### src/rtl/bpi_cmd_sequencer_if.sv
// Bus-side connection between the command sequencer and bpi_interface.
//   master : sequencer side (drives address, command/data, op, execute)
//   slave  : bpi_interface side (drives read data, load strobe, busy)
//   BPI_ADDR      23  word/block address of the bus cycle
//   BPI_CMD_DATA  16  command or program data for write cycles
//   BPI_OP         2  01 write, 10 read, 00 idle
//   BPI_EXECUTE    1  one-cycle strobe starting a bus cycle
//   BPI_DATA_IN   16  read data
//   BPI_LOAD_DATA  1  BPI_DATA_IN valid this cycle
//   BPI_BUSY       1  bus cycle in progress
interface bpi_cmd_sequencer_if;
  logic [22:0] BPI_ADDR;
  logic [15:0] BPI_CMD_DATA;
  logic [1:0]  BPI_OP;
  logic        BPI_EXECUTE;
  logic [15:0] BPI_DATA_IN;
  logic        BPI_LOAD_DATA;
  logic        BPI_BUSY;

  modport master (
    output BPI_ADDR, BPI_CMD_DATA, BPI_OP, BPI_EXECUTE,
    input  BPI_DATA_IN, BPI_LOAD_DATA, BPI_BUSY
  );

  modport slave (
    input  BPI_ADDR, BPI_CMD_DATA, BPI_OP, BPI_EXECUTE,
    output BPI_DATA_IN, BPI_LOAD_DATA, BPI_BUSY
  );
endinterface

### src/rtl/bpi_cmd_sequencer.sv
// Turns one flash request (read, status, clear, unlock, program, erase,
// read-array) into the sequence of single bus cycles run by bpi_interface,
// including status polling with timeout and the trailing read-array write.
//   CLK, RST_B       clock, synchronous active-low reset
//   START/OPC/ADDR/WDATA  request strobe, opcode, address, program data
//   RDY, DONE        idle/accepting, one-cycle completion pulse
//   RDATA, STATUS    last word read, last status register value
//   ERR              00 ok, 01 SR error, 10 timeout, 11 illegal opcode
//   bpi              bus-side interface (master modport)
//
// state  | meaning
// IDLE   | waiting for START, RDY=1
// ISSUE  | BPI_EXECUTE=1 for one cycle, bus outputs valid
// GUARD  | GUARD cycles where BPI_BUSY is not yet trustworthy
// WAIT   | waiting for BPI_BUSY=0
// NEXT   | advance step or evaluate poll result
// FINISH | DONE=1 for one cycle
module bpi_cmd_sequencer #(
  parameter int unsigned MAX_POLLS = 65535,
  parameter int unsigned GUARD     = 2
) (
  input  logic                CLK,
  input  logic                RST_B,
  input  logic                START,
  input  logic [2:0]          OPC,
  input  logic [22:0]         ADDR,
  input  logic [15:0]         WDATA,
  output logic                RDY,
  output logic                DONE,
  output logic [15:0]         RDATA,
  output logic [7:0]          STATUS,
  output logic [1:0]          ERR,
  bpi_cmd_sequencer_if.master bpi
);

  typedef enum logic [2:0] {S_IDLE, S_ISSUE, S_GUARD, S_WAIT, S_NEXT, S_FINISH} state_t;
  typedef enum logic [1:0] {K_WRITE, K_READ, K_POLL, K_END} kind_t;
  typedef struct packed {
    kind_t       kind;
    logic [15:0] word;
  } step_t;

  localparam logic [1:0] OP_NONE = 2'b00;
  localparam logic [1:0] OP_WR   = 2'b01;
  localparam logic [1:0] OP_RD   = 2'b10;

  // Command table: what bus cycle step <step> of opcode <opc> is.
  function automatic step_t decode(input logic [2:0] opc, input logic [2:0] step,
                                   input logic [15:0] wdata);
    step_t d;
    d.kind = K_END;
    d.word = 16'h0000;
    case (opc)
      3'd0: if (step == 3'd0) d.kind = K_READ;
      3'd1: case (step)
              3'd0: begin d.kind = K_WRITE; d.word = 16'h0070; end
              3'd1: d.kind = K_READ;
              default: ;
            endcase
      3'd2: if (step == 3'd0) begin d.kind = K_WRITE; d.word = 16'h0050; end
      3'd3: case (step)
              3'd0: begin d.kind = K_WRITE; d.word = 16'h0060; end
              3'd1: begin d.kind = K_WRITE; d.word = 16'h00D0; end
              default: ;
            endcase
      3'd4, 3'd5: case (step)
              3'd0: begin d.kind = K_WRITE; d.word = (opc == 3'd4) ? 16'h0040 : 16'h0020; end
              3'd1: begin d.kind = K_WRITE; d.word = (opc == 3'd4) ? wdata : 16'h00D0; end
              3'd2: d.kind = K_POLL;
              3'd3: begin d.kind = K_WRITE; d.word = 16'h00FF; end
              default: ;
            endcase
      3'd6: if (step == 3'd0) begin d.kind = K_WRITE; d.word = 16'h00FF; end
      default: ;
    endcase
    return d;
  endfunction

  state_t      state_q, state_d;
  logic [2:0]  opc_q, opc_d;
  logic [22:0] addr_q, addr_d;
  logic [15:0] wdata_q, wdata_d;
  logic [2:0]  step_q, step_d;
  logic [15:0] poll_cnt_q, poll_cnt_d;
  logic [7:0]  guard_cnt_q, guard_cnt_d;
  logic [15:0] rdata_q, rdata_d;
  logic [7:0]  status_q, status_d;
  logic [1:0]  err_q, err_d;
  logic [22:0] bpi_addr_q, bpi_addr_d;
  logic [15:0] bpi_cmd_q, bpi_cmd_d;
  logic [1:0]  bpi_op_q, bpi_op_d;

  step_t       cur, nxt;
  logic        load_bus;
  logic [22:0] bus_addr;
  logic [2:0]  step_n;
  logic [16:0] polls_done;

  always_comb begin
    state_d     = state_q;
    opc_d       = opc_q;
    addr_d      = addr_q;
    wdata_d     = wdata_q;
    step_d      = step_q;
    poll_cnt_d  = poll_cnt_q;
    guard_cnt_d = guard_cnt_q;
    rdata_d     = rdata_q;
    status_d    = status_q;
    err_d       = err_q;
    bpi_addr_d  = bpi_addr_q;
    bpi_cmd_d   = bpi_cmd_q;
    bpi_op_d    = bpi_op_q;
    cur         = decode(opc_q, step_q, wdata_q);
    nxt         = cur;
    load_bus    = 1'b0;
    bus_addr    = addr_q;
    step_n      = step_q;
    polls_done  = {1'b0, poll_cnt_q} + 17'd1;

    unique case (state_q)
      S_IDLE: if (START) begin
        opc_d      = OPC;
        addr_d     = ADDR;
        wdata_d    = WDATA;
        step_d     = 3'd0;
        poll_cnt_d = 16'd0;
        err_d      = (OPC == 3'd7) ? 2'b11 : 2'b00;
        nxt        = decode(OPC, 3'd0, WDATA);
        // Illegal opcode has no bus cycles; NEXT resolves it to FINISH.
        if (nxt.kind == K_END) state_d = S_NEXT;
        else begin
          state_d  = S_ISSUE;
          load_bus = 1'b1;
          bus_addr = ADDR;
        end
      end
      S_ISSUE: begin
        if (GUARD == 0) state_d = S_WAIT;
        else begin
          state_d     = S_GUARD;
          guard_cnt_d = 8'(GUARD - 1);
        end
      end
      S_GUARD: begin
        if (guard_cnt_q == 8'd0) state_d = S_WAIT;
        else guard_cnt_d = guard_cnt_q - 8'd1;
      end
      S_WAIT: if (!bpi.BPI_BUSY) state_d = S_NEXT;
      S_NEXT: begin
        step_n = step_q + 3'd1;
        if (cur.kind == K_POLL) begin
          if (poll_cnt_q != 16'hFFFF) poll_cnt_d = poll_cnt_q + 16'd1;
          // SR7 (ready) takes priority over the poll limit.
          if (status_q[7]) begin
            if ((status_q & 8'h3A) != 8'h00) err_d = 2'b01;
          end else if (polls_done < 17'(MAX_POLLS)) begin
            step_n = step_q;
          end else begin
            err_d = 2'b10;
          end
        end
        step_d = step_n;
        nxt    = decode(opc_q, step_n, wdata_q);
        if (nxt.kind == K_END) state_d = S_FINISH;
        else begin
          state_d  = S_ISSUE;
          load_bus = 1'b1;
        end
      end
      S_FINISH: begin
        state_d  = S_IDLE;
        bpi_op_d = OP_NONE;
      end
      default: state_d = S_IDLE;
    endcase

    // Reads leave BPI_CMD_DATA at its previous value.
    if (load_bus) begin
      bpi_addr_d = bus_addr;
      bpi_op_d   = (nxt.kind == K_WRITE) ? OP_WR : OP_RD;
      if (nxt.kind == K_WRITE) bpi_cmd_d = nxt.word;
    end

    if ((state_q == S_ISSUE || state_q == S_GUARD || state_q == S_WAIT) &&
        bpi_op_q == OP_RD && bpi.BPI_LOAD_DATA) begin
      case (cur.kind)
        K_READ: begin
          if (opc_q == 3'd1) begin
            status_d = bpi.BPI_DATA_IN[7:0];
            rdata_d  = {8'h00, bpi.BPI_DATA_IN[7:0]};
          end else begin
            rdata_d  = bpi.BPI_DATA_IN;
          end
        end
        K_POLL:  status_d = bpi.BPI_DATA_IN[7:0];
        default: ;
      endcase
    end
  end

  always_ff @(posedge CLK) begin
    if (!RST_B) begin
      state_q     <= S_IDLE;
      opc_q       <= 3'd0;
      addr_q      <= 23'd0;
      wdata_q     <= 16'd0;
      step_q      <= 3'd0;
      poll_cnt_q  <= 16'd0;
      guard_cnt_q <= 8'd0;
      rdata_q     <= 16'd0;
      status_q    <= 8'h80;
      err_q       <= 2'b00;
      bpi_addr_q  <= 23'd0;
      bpi_cmd_q   <= 16'd0;
      bpi_op_q    <= OP_NONE;
    end else begin
      state_q     <= state_d;
      opc_q       <= opc_d;
      addr_q      <= addr_d;
      wdata_q     <= wdata_d;
      step_q      <= step_d;
      poll_cnt_q  <= poll_cnt_d;
      guard_cnt_q <= guard_cnt_d;
      rdata_q     <= rdata_d;
      status_q    <= status_d;
      err_q       <= err_d;
      bpi_addr_q  <= bpi_addr_d;
      bpi_cmd_q   <= bpi_cmd_d;
      bpi_op_q    <= bpi_op_d;
    end
  end

  assign RDY              = (state_q == S_IDLE);
  assign DONE             = (state_q == S_FINISH);
  assign RDATA            = rdata_q;
  assign STATUS           = status_q;
  assign ERR              = err_q;
  assign bpi.BPI_EXECUTE  = (state_q == S_ISSUE);
  assign bpi.BPI_ADDR     = bpi_addr_q;
  assign bpi.BPI_CMD_DATA = bpi_cmd_q;
  assign bpi.BPI_OP       = bpi_op_q;

endmodule

### src/flat_wrapper.sv
// flat-port wrapper written by rule: the top's interface ports become plain ports
module bpi_cmd_sequencer_flat 
#(
  parameter int unsigned MAX_POLLS = 65535,
  parameter int unsigned GUARD     = 2
)
  (CLK, RST_B, START, OPC, ADDR, WDATA, RDY, DONE, RDATA, STATUS, ERR, bpi_BPI_ADDR, bpi_BPI_CMD_DATA, bpi_BPI_OP, bpi_BPI_EXECUTE, bpi_BPI_DATA_IN, bpi_BPI_LOAD_DATA, bpi_BPI_BUSY);
  bpi_cmd_sequencer_if bpi_i ();
  input  logic CLK;
  input  logic RST_B;
  input  logic START;
  input  logic [2:0] OPC;
  input  logic [22:0] ADDR;
  input  logic [15:0] WDATA;
  output logic RDY;
  output logic DONE;
  output logic [15:0] RDATA;
  output logic [7:0] STATUS;
  output logic [1:0] ERR;
  output wire logic [$bits(bpi_i.BPI_ADDR)-1:0] bpi_BPI_ADDR;
  output wire logic [$bits(bpi_i.BPI_CMD_DATA)-1:0] bpi_BPI_CMD_DATA;
  output wire logic [$bits(bpi_i.BPI_OP)-1:0] bpi_BPI_OP;
  output wire logic [$bits(bpi_i.BPI_EXECUTE)-1:0] bpi_BPI_EXECUTE;
  input wire logic [$bits(bpi_i.BPI_DATA_IN)-1:0] bpi_BPI_DATA_IN;
  input wire logic [$bits(bpi_i.BPI_LOAD_DATA)-1:0] bpi_BPI_LOAD_DATA;
  input wire logic [$bits(bpi_i.BPI_BUSY)-1:0] bpi_BPI_BUSY;
  assign bpi_BPI_ADDR = bpi_i.BPI_ADDR;
  assign bpi_BPI_CMD_DATA = bpi_i.BPI_CMD_DATA;
  assign bpi_BPI_OP = bpi_i.BPI_OP;
  assign bpi_BPI_EXECUTE = bpi_i.BPI_EXECUTE;
  assign bpi_i.BPI_DATA_IN = bpi_BPI_DATA_IN;
  assign bpi_i.BPI_LOAD_DATA = bpi_BPI_LOAD_DATA;
  assign bpi_i.BPI_BUSY = bpi_BPI_BUSY;
  bpi_cmd_sequencer #(.MAX_POLLS(MAX_POLLS), .GUARD(GUARD)) u_core (.CLK(CLK), .RST_B(RST_B), .START(START), .OPC(OPC), .ADDR(ADDR), .WDATA(WDATA), .RDY(RDY), .DONE(DONE), .RDATA(RDATA), .STATUS(STATUS), .ERR(ERR), .bpi(bpi_i));
endmodule
### config.mk
export PLATFORM = sky130hd
export DESIGN_NAME = bpi_cmd_sequencer_flat
export DESIGN_NICKNAME = d
export VERILOG_FILES = /design/src/rtl/bpi_cmd_sequencer_if.sv /design/src/rtl/bpi_cmd_sequencer.sv /design/src/flat_wrapper.sv
export SDC_FILE = /design/constraint.sdc
export NUM_CORES = 1
export LEC_CHECK = 0
export BUFFER_PORTS_ARGS = -buffer_cell sky130_fd_sc_hd__buf_4
export CORE_UTILIZATION = 50
export DETAILED_ROUTE_END_ITERATION = 8
export PLACE_DENSITY = 0.81
export SLEW_MARGIN = 10
export SYNTH_ARGS = -nofsm -noshare
export SYNTH_HDL_FRONTEND = slang
export SYNTH_SLANG_ARGS = --single-unit
### constraint.sdc
create_clock -name CLK -period 9.75 [get_ports CLK]
set_input_delay 1.4625 -clock CLK [delete_from_list [all_inputs] [get_ports CLK]]
set_output_delay 1.4625 -clock CLK [all_outputs]
set_load 0.02 [all_outputs]
== After elaboration in Yosys (flattened, before gate mapping) ==
Cells that the tools add are included.
Operators by class
  add/sub/neg operators: 4
  order comparisons: 1
  eq/ne operators: 39
  muxes and demuxes: 68
  reductions and logical operators: 30
Operator list (count)
  $pmux W16 S5: 3
  $pmux W18 S2: 3
  $pmux W16 S3: 2
  $mux W18: 5
  $mux W16: 5
  $mux W23: 3
  $pmux W16 S2: 1
  $pmux W8 S2: 2
  $eq A3 B2 Y1 const B: 10
  $mux W3: 10
  $mux W2: 14
  $mux W7: 4
  $eq A3 B3 Y1 const B: 9
  $pmux W2 S2: 6
  $pmux W2 S6: 2
  $add A16 B1 Y17 const B: 1
  $lt A17 B16 Y1 const B: 1
  $add A16 B1 Y16 const B: 1
  $mux W8: 2
  $ne A16 B16 Y1 const B: 1
  $eq A3 B1 Y1 const B: 5
  $logic_not A3 Y1: 5
  $pmux W3 S5: 1
  $reduce_and A2 Y1: 5
  23 further kinds: 41
Word-level totals
  register bits after elaboration: 139
  input bits: 63

== Logic depth before layout (Yosys ltp) ==
  word-level depth: 16
  depth in mapped cells: 14

== Worst setup path before layout ==
OpenSTA, ideal clock, no wires.
  kind: register to register
  start point: register u_core.step_q[0]
  end point: register u_core.bpi_cmd_q[7], in the netlist u_core.bpi.BPI_CMD_DATA[7]
  arrival time: 3179 ps
  setup slack: 6439 ps
  stages on the path, launching flop included: 14
  path buffers: 3
  path through: dfxtp_1 buf_1 inv_1 ha_1 clkbuf_1 and2_1 nor4_1 nand3_1 a21oi_2 buf_2 mux2i_1 nor2_1 a221oi_1 a21oi_1
Between the ends
  cells in the longest elaborated chain, start to end: 16
  elaborated cells on any way between the ends: 42
  those cells by class: 1 x add/sub; 8 x eq/ne; 27 x mux; 6 x reduce/logical
Ends and longest elaborated chain
  from (decl): line bpi_cmd_sequencer.sv:83  | logic [2:0] step_q, step_d;
  from (signal assigned): line bpi_cmd_sequencer.sv:221  | step_q <= step_d;
  $eq A3 B1 Y1, or another cell as far along: line bpi_cmd_sequencer.sv:55, bpi_cmd_sequencer.sv:61, bpi_cmd_sequencer.sv:66
  $reduce_or A3 Y1 (no line)
  $pmux W2 S2: line bpi_cmd_sequencer.sv:66  | 3'd4, 3'd5: case (step)
  $pmux W2 S6: line bpi_cmd_sequencer.sv:53  | case (opc)
  $eq A2 B2 Y1: line bpi_cmd_sequencer.sv:151  | if (cur.kind == K_POLL) begin
  $mux W3: line bpi_cmd_sequencer.sv:151
  $mux W3: line bpi_cmd_sequencer.sv:120  | unique case (state_q)
  $eq A3 B1 Y1, or another cell as far along: line bpi_cmd_sequencer.sv:55, bpi_cmd_sequencer.sv:61, bpi_cmd_sequencer.sv:66
  $reduce_or A3 Y1 (no line)
  $pmux W2 S2: line bpi_cmd_sequencer.sv:66
  $pmux W2 S6: line bpi_cmd_sequencer.sv:53
  $mux W2: line bpi_cmd_sequencer.sv:120
  $eq A2 B2 Y1: line bpi_cmd_sequencer.sv:164  | if (nxt.kind == K_END) state_d = S_FINISH;
  $mux W1: line bpi_cmd_sequencer.sv:164
  $pmux W1 S2: line bpi_cmd_sequencer.sv:120
  $reduce_and A2 Y1 (no line)
  to (signal assigned): line bpi_cmd_sequencer.sv:228  | bpi_cmd_q <= bpi_cmd_d;
  to (decl): line bpi_cmd_sequencer.sv:90  | logic [15:0] bpi_cmd_q, bpi_cmd_d;
Parallel ways exist; a longest one is shown, timed or not. The select of a mux whose other input is x is not followed.
A chain may end at the register's enable or synchronous reset.

== Worst setup path in the final report ==
  start point: register u_core.step_q[0]
  end point: register u_core.bpi_cmd_q[11], in the netlist u_core.bpi.BPI_CMD_DATA[11]
The elaborated chain is that of the path after synthesis.

==> flow_summary.json <==
{
  "status": "complete, no violations",
  "ys.warnings.count": 0,
  "postCtsSetupBuffers": 0,
  "dieArea_mm2": 0.0141,
  "timing.final.max_slew_violations": 0,
  "maxCapViolCount": 0,
  "ys_top_cells_by_area": "dfxtp_1 41%, nand2_1 10%, a21oi_1 8.9%, nor2_1 4.7%, mux2i_1 3.5%",
  "h-tree-depth": 4,
  "clockRootBuffer": "clkbuf_16",
  "critPathKind": "flip-flop to flip-flop",
  "critPathRequiredTime_ns": 10.11,
  "rsz0062_at_grt": "false",
  "finalWeightedCongestion": 0.950,
  "cts_buffers": 17,
  "antenna_found_initial": 0,
  "worstSkewPairLatency_ns": 0.42,
  "ant_nets": 0,
  "io_pins": 133,
  "coreArea_mm2": 0.0133,
  "grt-ovfl-total": 0,
  "diodes": 0,
  "fin_skew_ns": 0.00715,
  "yosysMostFrequentCell": "nand2_1",
  "dp.cells": 1149,
  "syn_to_final_growth_pct": 23.5,
  "postSynthAreaPerCell_um2": 7.61,
  "synth_edf_count": 0,
  "cts_tree": "built",
  "finish.utilization": 0.635,
  "arrival_ns": 4.77,
  "vias": 6896,
  "clock_power_share": 0.318,
  "slowest_stage": "a31oi_2",
  "post-route-drc-count": 0,
  "crit_chain": "inv_1 > ha_1 > and2_1 > nor4_1 > nand3_1 > a21oi_2 > a21oi_1 > a31oi_2 > and4_1 > a22o_1",
  "clk_pin_slew_ns": 0.06,
  "worstMarginPinSlew_ns": 1.02,
  "worstSetupStartpointType": "flip-flop",
  "slew_headroom": 0.318,
  "p_int_mw": 1.31,
  "fillers": 1175,
  "grt_pass1_vias": 6253,
  "finalSetupTns_ns": 0,
  "netlist_instances": 898,
  "yosysSeqAreaShare": 0.407,
  "switching_share": 0.355,
  "yosysTopAreaCell": "dfxtp_1",
  "crit_path_max_incr_delay_ns": 0.75,
  "syn-num-nets": 969,
  "first_iter_violations": 739,
  "yosysUniqueCellTypes": 67,
  "drive_gt1_frac": 0.188,
  "clkSinkCount": 139,
  "grt_pass1_wl_um": 31000,
  "ys.flop_type": "dfxtp_1",
  "setup_slack_ns": 5.35,
  "synthArstFlopShare": 0,
  "synth_commonest_cells": "182 x nand2_1, 139 x dfxtp_1, 121 x a21oi_1, 86 x nor2_1, 52 x clkbuf_1",
  "final-seq-area_mm2": 0.00278,
  "cts_resized": 0,
  "place_ws_ns": 5.48,
  "synth-seq-cells": 139,
  "initial_core_util": 0.514,
  "portBuffers": 132,
  "final_cells": 1179,
  "place_area_mm2": 0.00784,
  "avgViaCountPerCell": 5.85,
  "design_area_mm2": 0.00844,
  "final_nets": 1063,
  "first_pass_iters": 5,
  "pwr-share-comb": 0.320,
  "num_rows": 42,
  "clock_tree.buffer_depth": 2,
  "p_seq_frac": 0.362,
  "worstPathMaxFanout": 18,
  "setup_viol": 0,
  "hpwl_um": 12700,
  "timing.final.crit_share": 0.452,
  "chipHeight_um": 119,
  "endpoint_kind": "flip-flop",
  "grt_max_degree": 61,
  "power-per-cell-area_mw_per_mm2": 241,
  "ir_drop_v": 0.000177,
  "p_sw_mw": 0.722,
  "synth_top_area_frac": 0.407,
  "wl_per_cell_um": 16.0,
  "drt_wl_total_um": 18900,
  "synth_area_mm2": 0.00683,
  "track_usage": 0.273,
  "multiInputGateArea_mm2": 0.00375,
  "total_leakage_power_nw": 3.29,
  "final-hold-violation-count": 0,
  "hold_class": "flip-flop to flip-flop",
  "max_clock_freq_mhz": 227,
  "finalCriticalPeriod_ns": 4.40,
  "hold_buffers": 0,
  "die_x_um": 119
}
[layer usage]
metal	global-route usage	vias to the layer above	wire length (um)
met2	0.433	302	8830
met3	0.0594	30	1390
li1	-	3333	-
met4	0.107	0	381
met1	0.360	3231	8260
met5	0	-	0
[cell families after synthesis]
logic type / count (synthesis) / synth area share
AOI/OAI and AO/OA: 247 / 0.221
and+or+nand+nor: 384 / 0.252
muxes: 29 / 0.0434
xor gates and xnor gates: 12 / 0.0154
buffers and inverters: 78 / 0.0450
DFF: 139 / 0.407
adders and majority gates: 9 / 0.0161
[worst paths after layout]
check	end	slack, ns	from	cells after the start
worst max-delay path	u_core.bpi.BPI_CMD_DATA[11]	5.35	u_core.step_q[0]	10
worst min-delay path	u_core.RDATA[14]	0.45	u_core.RDATA[14]	2
worst max register to register	u_core.bpi.BPI_CMD_DATA[11]	5.35	u_core.step_q[0]	10
worst min register to register	u_core.RDATA[14]	0.45	u_core.RDATA[14]	2
[critical path, delay by kind of cell, from the launching register on]
| family | cells | cell delay, ns |
|---|---|---|
| fa+ha+maj | 1 | 0.40 |
| buf+inv | 1 | 0.24 |
| flops | 1 | 0.63 |
| simple gates | 4 | 1.32 |
| compound gates | 4 | 1.74 |
[per-stage QoR]
step,power [mW],hold WS (ns)
5_1_grt,2.14,0.477
3_3_place_gp,1.38,0.439
4_1_cts,2.04,0.452
2_1_floorplan,1.19,0.436
6_report,2.03,0.451
3_5_place_dp,1.39,0.444
[layout by cell type, fill, tap and decap left out, types with 4 or more instances in the layout]
cell type	count
buf_4	138
and2_1	7
nor2_1	86
o22ai_1	5
mux2i_1	24
nand3_1	32
xnor2_1	7
clkbuf_16	17
o221a_1	5
nor3_1	15
a31oi_1	11
a21oi_1	121
nand4_1	5
mux2_2	4
clkbuf_8	4
nor4_1	10
o31ai_1	4
inv_1	14
xor2_1	5
a2bb2oi_1	12
or3_1	5
dfxtp_1	139
a311oi_1	4
and3_1	8
a22o_1	7
o21a_1	6
nand2_1	182
nand3b_1	7
nand2b_1	6
ha_1	8
a221oi_1	4
o21ai_0	42
[flip-flops by register name, summed over array words and instances, names as in the netlist]
register and count:
u_core.bpi.BPI_ADDR 23, u_core.addr_q 23, u_core.bpi.BPI_CMD_DATA 16, u_core.wdata_q 16, u_core.RDATA 16, u_core.STATUS 8, u_core.opc_q 3, u_core.bpi.BPI_OP 2
u_core.state_q 3, u_core.step_q 3, u_core.guard_cnt_q 8, u_core.ERR 2, u_core.poll_cnt_q 16
[final cells by class]
type,instances,area share
sequential,139,0.330
multi-input combinational,681,0.444
tap,176,0.0261
timing repair buffer,138,0.123
inverter,15,0.00667
clock inverter,9,0.0135
clock buffer,21,0.0569
[power by group through the flow]
stage / Clock [mW] / Sequential, mW / Combinational [mW]
2_1_floorplan: 0 / 0.763 / 0.422
3_3_place_gp: 0 / 0.740 / 0.636
3_5_place_dp: 0 / 0.744 / 0.645
4_1_cts: 0.655 / 0.733 / 0.649
5_1_grt: 0.678 / 0.747 / 0.719
6_report: 0.648 / 0.735 / 0.651
Note: power is estimated with default switching activity, not from simulation.
